## config.mk

```make
export PLATFORM = sky130hd
export DESIGN_NAME = pc_seq_unit
export DESIGN_NICKNAME = d
export VERILOG_FILES = /design/src/rtl/pc_seq_unit.sv
export SDC_FILE = /design/constraint.sdc
export NUM_CORES = 1
export LEC_CHECK = 0
export ABC_AREA = 1
export CAP_MARGIN = 10
export CORE_MARGIN = 2
export CORE_UTILIZATION = 32
export DETAILED_ROUTE_END_ITERATION = 6
export GPL_TIMING_DRIVEN = 0
export PLACE_DENSITY_LB_ADDON = 0.2
export SLEW_MARGIN = 0
export SYNTH_ARGS = -nofsm -noshare
export SYNTH_HDL_FRONTEND = slang
export SYNTH_SLANG_ARGS = --single-unit
```

## constraint.sdc

```tcl
create_clock -name clock -period 3.1 [get_ports clock]
set_input_delay 0.62 -clock clock [delete_from_list [all_inputs] [get_ports clock]]
set_output_delay 0.62 -clock clock [all_outputs]
set_load 0.02 [all_outputs]
```

## src/rtl/pc_seq_unit.sv

```systemverilog
// Program-counter sequencer: PC with a saturating fetch offset, a 2-byte
// operand capture buffer, one-shot halt-skip and error/overflow pulses.
module pc_seq_unit #(
    parameter int                ADDR_W    = 16,
    parameter int                OFS_W     = 2,
    parameter logic [ADDR_W-1:0] RESET_VEC = 'h0100,
    parameter logic [ADDR_W-1:0] INT_BASE  = 'h0040,
    parameter int                VEC_SHIFT = 3
) (
    input  logic              clock,
    input  logic              reset,
    input  logic [2:0]        pc_cmd,
    input  logic [1:0]        offset_cmd,
    input  logic [2:0]        rst_idx,
    input  logic [2:0]        int_idx,
    input  logic [7:0]        data_bus,
    input  logic [ADDR_W-1:0] reg_file_in,
    input  logic              op_capture,
    input  logic              op_clear,
    input  logic              halt_skip,
    output logic [ADDR_W-1:0] pc,
    output logic [ADDR_W-1:0] pc_w_offset,
    output logic [15:0]       operand,
    output logic              op_valid,
    output logic              offset_sat,
    output logic              halt_armed,
    output logic              abs_err,
    output logic              op_ovf
);

    typedef enum logic [2:0] {
        CMD_HOLD = 3'd0,
        CMD_INCR = 3'd1,
        CMD_RST  = 3'd2,
        CMD_INT  = 3'd3,
        CMD_ZERO = 3'd4,
        CMD_ABS  = 3'd5,
        CMD_REL  = 3'd6,
        CMD_REG  = 3'd7
    } pc_cmd_t;

    typedef enum logic [1:0] {
        OP_EMPTY = 2'd0,
        OP_LO    = 2'd1,
        OP_FULL  = 2'd2
    } op_state_t;

    localparam logic [OFS_W-1:0] OFS_MAX = '1;

    pc_cmd_t           cmd;
    op_state_t         op_state;
    logic [OFS_W-1:0]  offset;
    logic [7:0]        op_lo;
    logic [7:0]        op_hi;
    logic [ADDR_W-1:0] rst_target;
    logic [ADDR_W-1:0] int_target;
    logic [ADDR_W-1:0] rel_target;
    logic              abs_ok;
    logic              halt_consume;

    assign cmd          = pc_cmd_t'(pc_cmd);
    assign pc_w_offset  = pc + ADDR_W'(offset);
    assign rst_target   = ADDR_W'(rst_idx) << VEC_SHIFT;
    assign int_target   = INT_BASE + (ADDR_W'(int_idx) << VEC_SHIFT);
    assign rel_target   = pc_w_offset + {{(ADDR_W-8){data_bus[7]}}, data_bus};
    assign abs_ok       = (cmd == CMD_ABS) && (op_state == OP_FULL);
    // An arming request in the same cycle as INCR already suppresses that INCR.
    assign halt_consume = (cmd == CMD_INCR) && (halt_armed || halt_skip);

    assign operand    = {op_hi, op_lo};
    assign op_valid   = (op_state == OP_FULL);
    assign offset_sat = (offset == OFS_MAX);

    // NOTE: all state here is sequential, so every assignment is non-blocking;
    // blocking assignments would let later statements see half-updated state.
    always_ff @(posedge clock or negedge reset) begin
        if (!reset) begin
            pc         <= RESET_VEC;
            offset     <= '0;
            op_state   <= OP_EMPTY;
            op_lo      <= '0;
            op_hi      <= '0;
            halt_armed <= 1'b0;
            abs_err    <= 1'b0;
            op_ovf     <= 1'b0;
        end else begin
            op_ovf  <= 1'b0;
            abs_err <= (cmd == CMD_ABS) && !abs_ok;

            case (cmd)
                CMD_HOLD: pc <= pc;
                CMD_INCR: pc <= halt_consume ? pc : pc_w_offset + 1'b1;
                CMD_RST:  pc <= rst_target;
                CMD_INT:  pc <= int_target;
                CMD_ZERO: pc <= '0;
                CMD_ABS:  pc <= abs_ok ? ADDR_W'(operand) : pc;
                CMD_REL:  pc <= rel_target;
                CMD_REG:  pc <= reg_file_in;
                default:  pc <= pc;
            endcase

            if (cmd != CMD_HOLD) begin
                offset <= '0;
            end else begin
                case (offset_cmd)
                    2'd1:    if (offset != OFS_MAX) offset <= offset + 1'b1;
                    2'd2:    offset <= '0;
                    default: offset <= offset;
                endcase
            end

            if (cmd == CMD_INCR) begin
                halt_armed <= 1'b0;
            end else if (halt_skip) begin
                halt_armed <= 1'b1;
            end

            // Clear and a successful ABS both drain the buffer and drop any capture.
            if (op_clear || abs_ok) begin
                op_state <= OP_EMPTY;
                op_lo    <= '0;
                op_hi    <= '0;
            end else if (op_capture) begin
                case (op_state)
                    OP_EMPTY: begin
                        op_lo    <= data_bus;
                        op_state <= OP_LO;
                    end
                    OP_LO: begin
                        op_hi    <= data_bus;
                        op_state <= OP_FULL;
                    end
                    default: op_ovf <= 1'b1;
                endcase
            end
        end
    end

endmodule

```

# After elaboration in Yosys (flattened, before gate mapping)
# Cells that the tools add are included.
dict set report word_totals {
  regBits 39
  input_bits 40
  out_inout_bits 53
  elab_cells 71
}
dict set report classes {
  add_sub_neg 5
  eq_ne 16
  muxes 20
  bitwise 1
  reduce_logical 21
}
# cell n
set ops {}
lappend ops {{16-bit case mux with 7 select lines} 1}
lappend ops {{8-bit two-way mux} 6}
lappend ops {{16-bit two-way mux} 2}
lappend ops {{16-bit by 1-bit adder with 16-bit output, second input constant} 1}
lappend ops {{16-bit adder} 1}
lappend ops {{16-bit by 2-bit adder with 16-bit output} 1}
lappend ops {{3-bit equality test, second input constant} 4}
lappend ops {{3-bit nonzero test} 3}
lappend ops {{7-bit by 6-bit adder with 8-bit output, first input constant} 1}
lappend ops {{2-bit two-way mux} 4}
lappend ops {{2-bit case mux with 2 select lines} 2}
lappend ops {{2-bit AND reduction} 4}
lappend ops {{2-bit nonzero test} 4}
lappend ops {{2-bit equality test, second input constant} 3}
lappend ops {{3-bit by 2-bit equality test with 1-bit output, second input constant} 2}
lappend ops {{2-bit != test, second input constant} 3}
lappend ops {{1-bit two-way mux} 5}
lappend ops {{2-bit by 1-bit equality test with 1-bit output, second input constant} 2}
lappend ops {{3-bit by 1-bit equality test with 1-bit output, second input constant} 1}
lappend ops {{1-bit logical AND} 3}
lappend ops {{3-bit zero test} 1}
lappend ops {{3-bit != test, second input constant} 1}
lappend ops {{3-bit AND reduction} 1}
lappend ops {{2-bit by 1-bit adder with 2-bit output, second input constant} 1}
lappend ops {{other kinds (5)} 6}

# Logic depth before layout (Yosys ltp)
# Gate-level depths: netlist (run 1).
dict set report logic_depth {
  depth_word 5
  ltp_mapped 21
  depth_no_buf 21
}

# Worst setup path before layout (run 1)
# OpenSTA, ideal clock, no wires.
dict set report synth_timing {
  path_type {register to register}
  from {register pc[0]}
  to {register pc[15]}
  setup_ps 77
  t_arrival_ps 2888
  required_ps 3023
  setup_slack_ps 134
  path_stages_with_launch 18
  path_buffers 0
  synth_period_minus_slack_ps 2966
  cell_sequence {dfrtp_1 > ha_1 > fa_1 > nand2_1 > nor3_1 > nand2_1 > nor3b_1 > xor2_1 > ha_1 > nand2_1 > inv_1 > a21oi_1 > nand2_1 > inv_1 > nand2_1 > nand3_1 > nand3_1 > a21oi_1}
}
dict set report synth_via {
  elab_chain_len 4
  elab_cells_between_ends 5
  cone_classes {add/sub: 3; mux: 2}
}
# element line
set synth_rtl {}
lappend synth_rtl {{start, declared} 21} ;# output logic [ADDR_W-1:0] pc,
lappend synth_rtl {{start signal, assigned} 91} ;# CMD_HOLD: pc <= pc;
lappend synth_rtl {{start signal, assigned} 92} ;# CMD_INCR: pc <= halt_consume ? pc : pc_w_offset + 1'b1;
lappend synth_rtl {{start signal, assigned} 93} ;# CMD_RST: pc <= rst_target;
lappend synth_rtl {{16-bit by 2-bit adder with 16-bit output *} 62} ;# assign pc_w_offset = pc + ADDR_W'(offset);
lappend synth_rtl {{net pc_w_offset[14]} 22} ;# output logic [ADDR_W-1:0] pc_w_offset,
lappend synth_rtl {{16-bit by 1-bit adder with 16-bit output} 92}
lappend synth_rtl {{16-bit two-way mux} 92}
lappend synth_rtl {{16-bit case mux with 7 select lines *} 90} ;# case (cmd)
# The timed path passes the listed nets; every way through them passes the cells marked *. The select of a mux whose other input is x is not followed.
# A chain may end at the register's enable or synchronous reset.

# Final worst setup path (run 1)
dict set report layout_timing {
  from {register pc[0]}
  to {output pc_w_offset[6]}
}
dict set report layout_via {
  elab_chain_len 1
}
# element line
set layout_rtl {}
lappend layout_rtl {{16-bit by 2-bit adder with 16-bit output} 62}
lappend layout_rtl {{end, declared} 22}
# Every way passes these cells.

==> out/results.ini, run 1 <==
[outcome]
outcome=finished clean

[final_layout]
diodes=0
n_fill_cell=1038
drive_gt1_frac=0.0918
syn2layout_area_growth_pct=40.5
stdcell_area_sq_mm=0.00457
fin_nets=648
final_util=0.466
final_cells=721

[floorplanning]
rows=36
die_h_microns=105
core_sq_mm=0.00982
die-area_sq_mm=0.0110
start_util=0.332
ios=93
fp.dieW_microns=105

[detailed_routing]
top_layer_used=met4
drc=0
antenna_left=0
wl_met3_microns=374
wl_per_cell_microns=14.1
via_per_inst=4.75
dr.first_iter.drc_count=165
wl_met1_mm=4.70
vias=3428
wirelength_mm=10.2
route.met2.wl_mm=5.00
dr.pass1.iters=4

[min_path]
hold_path.class=in -> async

[clock_tree]
clock-sinks=39
tritoncts=yes
cts.clk_slew.worst_paths_ps=80
clkLatencyLatePin_ps=300
numCtsBuffers=5
clk_path_buf_depth=2
clock-root-buffer=clkbuf_8
cts_max_level=2

[placement]
gp_congestion=0.853
port-buffer-count=90
dp.cells=710
placed_area_sq_mm=0.00434
dp_hpwl_mm=8.50

[worst_setup_path]
critical_path.cell_chain=ha_1 -> fa_2 -> nand2_2 -> nor3_1 -> xnor2_1 -> inv_1 -> clkdlybuf4s50_1
cp_slowest_cell=clkdlybuf4s50_1
critPathLaunch=pc[0]
worst_r2r_path_depth=17
critPathArrivalTime_ps=2360
slowest_delay_ps=610
crit_required_ps=2480
critical_path_class=reg -> out
start_kind=flip-flop
critPathMaxFanout=4
reg2reg_from=pc[0]
endpoint_kind=output port

[yosys]
synth_area_sq_mm=0.00326
synthCells=486
ys.flop_type=dfrtp_1
ys_types=38
synth_area_leaders=dfrtp_1 29%, nand2_1 13%, inv_1 11%, ha_1 7.3%, nor2_1 6.9%
yosysMostFrequentCell=nand2_1
synth_largest_area_cell=dfrtp_1
async_flop_share=1.00
syn_avg_cell_area_sq_um=6.70
ys_seq_area_frac=0.300
synth_top_area_frac=0.292
synth_warnings=0
synth_edf_count=0
ys_top_cells_by_count=112 x nand2_1, 92 x inv_1, 60 x nor2_1, 38 x dfrtp_1, 29 x a21oi_1
synth-seq-cells=39
syn_nets=547

[timing]
clock-skew-final_ps=9.98
slew_viol_final=0
fin_crit_sh=0.960
max-slew-margin-rel=0.712
setup_viol=0
tns_ps=0
period_needed_ps=2980
rsz0062_at_grt=yes
max_freq_mhz=336
hold_viol_final=0
tightest_slew_ps=433

[pwr]
power_density_mw_per_mm2=488
power_mw=2.23
peakVddDrop_uv=172
p_leak_nw=2.28

[global_routing]
grt_pass1_vias=3432
grt_overflow=0
grt_pass1_wl_mm=16.4
grt_start_max_net_pins=40
grt.total_usage=0.185
antenna_found_initial=0

[job]
max-cap-violations=0

power breakdown:
group,switching [mW],internal (mW),leakage (nW),total [mW]
registers,0.0876,0.581,0.496,0.668
clock network,0.190,0.321,0.0644,0.511
logic,0.608,0.444,1.72,1.05
total,0.886,1.35,2.28,2.23
flip-flops by register name, indices dropped and copies added (netlist names):
| name | cells |
|---|---|
| op_hi | 8 |
| halt_armed | 1 |
| op_ovf | 1 |
| abs_err | 1 |
| offset | 2 |
| op_lo | 8 |
| op_state | 2 |
| pc | 16 |
layer usage:
metal / global-route usage / vias up
met3: 0.0281 / 9
met4: 0.0381 / 0
met1: 0.237 / 1594
met5: 0 / -
li1: - / 1758
met2: 0.331 / 67
cell families (layout without fill, tap and decap cells):
group | Yosys count | after routing | synth area share
simple gates | 224 | 224 | 0.289
buf+inv | 105 | 207 | 0.133
compound gates | 82 | 82 | 0.152
flops | 39 | 39 | 0.300
fa+ha+maj | 21 | 21 | 0.0853
xor+xnor | 15 | 15 | 0.0404
through the flow:
stage          hold WS, ps  worst slack (ps)
2_1_floorplan          324               134
3_3_place_gp           495              -588
3_5_place_dp           490              -587
4_1_cts                284             -11.2
5_1_grt                295             -30.3
6_report               272               123
worst paths after layout:
check,end,slack (ps)
min reg2reg,op_ovf,510
max,pc_w_offset[6],120
max in group asynchronous,pc[8],2550
min,op_lo[4],270
max reg2reg,pc[15],210
min in group clock,op_ovf,510
worst max-delay path: cells and delay by family, from the launching register on:
kind,cells,cell delay [ps]
flops,1,450
buf+inv,2,700
xor+xnor,1,130
simple gates,2,190
fa+ha+maj,2,590
cell type report:
class | instances | area, sq um | area share
multi-input combinational | 342 | 1920 | 0.420
sequential | 39 | 978 | 0.214
timing repair buffer | 94 | 940 | 0.205
inverter | 96 | 365 | 0.0799
tap | 133 | 166 | 0.0364
clock buffer | 5 | 68.8 | 0.0150
clock inverter | 3 | 67.6 | 0.0148
buffer | 9 | 67.6 | 0.0148
placed cells by master, fill, tap and decap left out, drive strengths merged, types with 4 or more instances in the layout:
| cell type | netlist | final |
|---|---|---|
| nand3 | 29 | 29 |
| dfrtp | 38 | 38 |
| a21oi | 29 | 29 |
| a22oi | 4 | 4 |
| buf | 8 | 13 |
| o21ai | 24 | 24 |
| nand4 | 4 | 4 |
| clkbuf | 1 | 6 |
| ha | 19 | 19 |
| o22ai | 13 | 13 |
| dlygate4sd2 | 0 | 4 |
| nand3b | 4 | 4 |
| clkdlybuf4s50 | 0 | 82 |
| xor2 | 14 | 14 |
| nor2 | 63 | 63 |
| nand2 | 115 | 115 |
| nor3 | 7 | 7 |
| a31oi | 6 | 6 |
| inv | 95 | 95 |
what timing repair did:
action                                  CTS  global route
buffers inserted                          0             3
endpoints found under the setup margin   14            16
pin swaps                                 0             1
hold buffers                              0             0
resized for setup                        12            16
endpoints found under the hold margin     0             0
No activity file was read; power rests on OpenSTA's default activity.
==> run 2, diff against run 1 <==
CELL_PAD_IN_SITES_DETAIL_PLACEMENT = 1   (was default)
CELL_PAD_IN_SITES_GLOBAL_PLACEMENT = 2   (was default)
CORE_UTILIZATION = 26   (was 32)
==> run 2 against run 1 <==
Critical path depth fell by 1. Clock-buffer cell count rose by 2. Clock skew fell by 1.4 ps. Sequential cell count did not move. Highest routed layer unchanged. Sequential power barely moved. Total power rose by 2.5%. Critical path type unchanged. Final area rose by 2.9%.
==> out/results.ini, run 2 (synthesis results as in run 1) <==
[global_routing]
grtUsageMet3=0.0157  ; -0.0124
grt_util_met1=0.253  ; +0.0159
grt_pass1_wl_mm=19.0  ; +16%
grt_pass1_vias=3701  ; +7.8%
grt-busiest-layer=met2
grt_start_max_net_pins=37  ; -7.5%
antenna_found_initial=0  ; unchanged
grt.total_usage=0.182  ; -0.00315
use_met2=0.311  ; -0.0200
grt_overflow=0  ; unchanged

[timing]
max-slew-margin-rel=0.697  ; -0.0145
fin_hold_ws_ps=148  ; -124 ps
hold_viol_final=0  ; unchanged
clock-skew-final_ps=8.63  ; -1.36 ps
slew_viol_final=0  ; unchanged
tightest_slew_ps=454  ; +21.8 ps
setup_viol=0  ; unchanged
fin_crit_sh=0.957  ; -0.00330
period_needed_ps=2970  ; -10.2 ps
max_freq_mhz=337  ; +0.35%

[pwr]
peakVddDrop_uv=223  ; +29%
power_density_mw_per_mm2=486  ; -0.40%
p_leak_nw=2.31  ; +1.7%

[detailed_routing]
wirelength_mm=11.9  ; +17%
wl_per_cell_microns=15.6  ; +11%
vias=3435  ; +0.20%
dr.pass1.iters=4  ; unchanged
dr.first_iter.drc_count=153  ; -7.3%
via_per_inst=4.53  ; -4.8%
antenna_left=0  ; unchanged
drc=0  ; unchanged

[placement]
port-buffer-count=90  ; unchanged
gp_congestion=0.883  ; +3.5%
dp.cells=745  ; +4.9%
dp_hpwl_mm=9.88  ; +16%
placed_area_sq_mm=0.00438  ; +1.0%

[worst_setup_path]
critPathMaxFanout=4  ; unchanged
cp_slowest_cell=clkdlybuf4s50_1
crit_top_cell=nand3_1
crit_required_ps=2480  ; about the same
start_kind=flip-flop
endpoint_kind=output port
critical_path.cell_chain=ha_1 -> nand3_1 -> nand2_1 -> nand3_1 -> xor2_1 -> clkdlybuf4s50_1
critical_path_class=reg -> out
slowest_delay_ps=660  ; +50 ps
critPathArrivalTime_ps=2350  ; about the same

[min_path]
hold_path.class=in -> async

[floorplanning]
rows=40  ; +11%
fp.dieW_microns=116  ; +11%
ios=93  ; unchanged
die-area_sq_mm=0.0134  ; +22%
die_h_microns=116  ; +11%
start_util=0.269  ; -0.0627
core_sq_mm=0.0121  ; +23%

[final_layout]
syn2layout_area_growth_pct=44.5
layout_common_cells=107 x nand2_1, 92 x inv_1, 81 x clkdlybuf4s50_1, 58 x nor2_1, 38 x dfrtp_1
largest_reg_flops=16  ; unchanged
reg.largest.list=pc (16), op_hi (8), op_lo (8)
stdcell_area_sq_mm=0.00471  ; +2.9%
final_cells=759  ; +5.3%
diodes=0  ; unchanged
final_common_cell=nand2_1
largest_register=pc
drive_gt1_frac=0.108  ; +0.0165
fin_nets=651  ; +0.46%

[clock_tree]
clk_path_buf_depth=2  ; unchanged
tritoncts=yes
cts.clk_slew.worst_paths_ps=60  ; -20 ps
clock-root-buffer=clkbuf_16
numCtsBuffers=5  ; unchanged
clkLatencyLatePin_ps=280  ; -20 ps
clock-sinks=39  ; unchanged
cts_max_level=2  ; unchanged

[job]
max-cap-violations=0  ; unchanged

[outcome]
outcome=finished clean

-- run 2: cell count changes in the layout (fill, tap and decap cells not counted), moves of 2 or more --
cell,change
ha_1,-4
a21oi_1,-4
clkbuf_8,-4
ha_4,+2
a21oi_2,+4
buf_4,+3
nand2_1,-2
bufinv_16,-2
ha_2,+2
clkbuf_16,+5
nand2_2,+2
-- run 2: stage by stage --
stage / TNS, ps / setup WS (ps) / util / total power, mW
6_report: 0 / 133 / 0.389 / 2.29
5_1_grt: -19.3 / -17.9 / 0.389 / 2.44
4_1_cts: 0 / 5.75 / 0.375 / 2.26
3_5_place_dp: -5590 / -765 / 0.362 / 1.74
3_3_place_gp: -5110 / -700 / 0.361 / 1.73
2_1_floorplan: 0 / 134 / - / 1.26
-- run 2: power breakdown --
part,switching (mW),internal (mW),total [mW]
clock network,0.199,0.319,0.518
registers,0.0882,0.581,0.669
logic,0.639,0.461,1.10
-- run 2: critical path, delay by kind of cell, from the launching register on --
family / cells / cell delay, ps
xor gates and xnor gates: 1 / 290
adders and majority gates: 1 / 320
buffers and inverters: 1 / 660
DFF: 1 / 440
and+or+nand+nor: 3 / 360
-- run 2: what timing repair did --
| action | 4_1_cts | 5_1_grt |
|---|---|---|
| gates resized for setup | 13 | 25 |
| hold buffers | 0 | 0 |
| pin swaps | 1 | 4 |
| setup endpoints to repair | 14 | 14 |
| buffers inserted | 0 | 6 |
-- run 2: per-layer routing --
layer / vias up / routed length, microns / share of wire
li1: 1756 / - / -
met1: 1613 / 5930 / 0.50
met2: 58 / 5570 / 0.47
met3: 8 / 238 / 0.020
met4: 0 / 115 / 0.0097
met5: - / 0 / 0
-- run 2: final cells by class --
type,count,area [sq um]
Sequential cell,39,977
Multi-Input combinational cell,342,1970
Fill cell,1554,7410
Clock inverter,1,5.00
Tap cell,168,210
Buffer,9,67.6
Clock buffer,7,143
Timing Repair Buffer,97,965
Inverter,96,365
-- run 2: final timing paths --
path | startpoint | end | slack (ps) | cells after the start
setup / recovery | pc[1] | pc_w_offset[9] | 130 | 6
hold / removal | reset | halt_armed | 150 | 1
setup reg to reg | offset[0] | pc[14] | 240 | 15
hold reg to reg | op_state[1] | op_ovf | 510 | 2
max in group asynchronous | reset | pc[8] | 2480 | 2
min in group clock | op_state[1] | op_ovf | 510 | 2
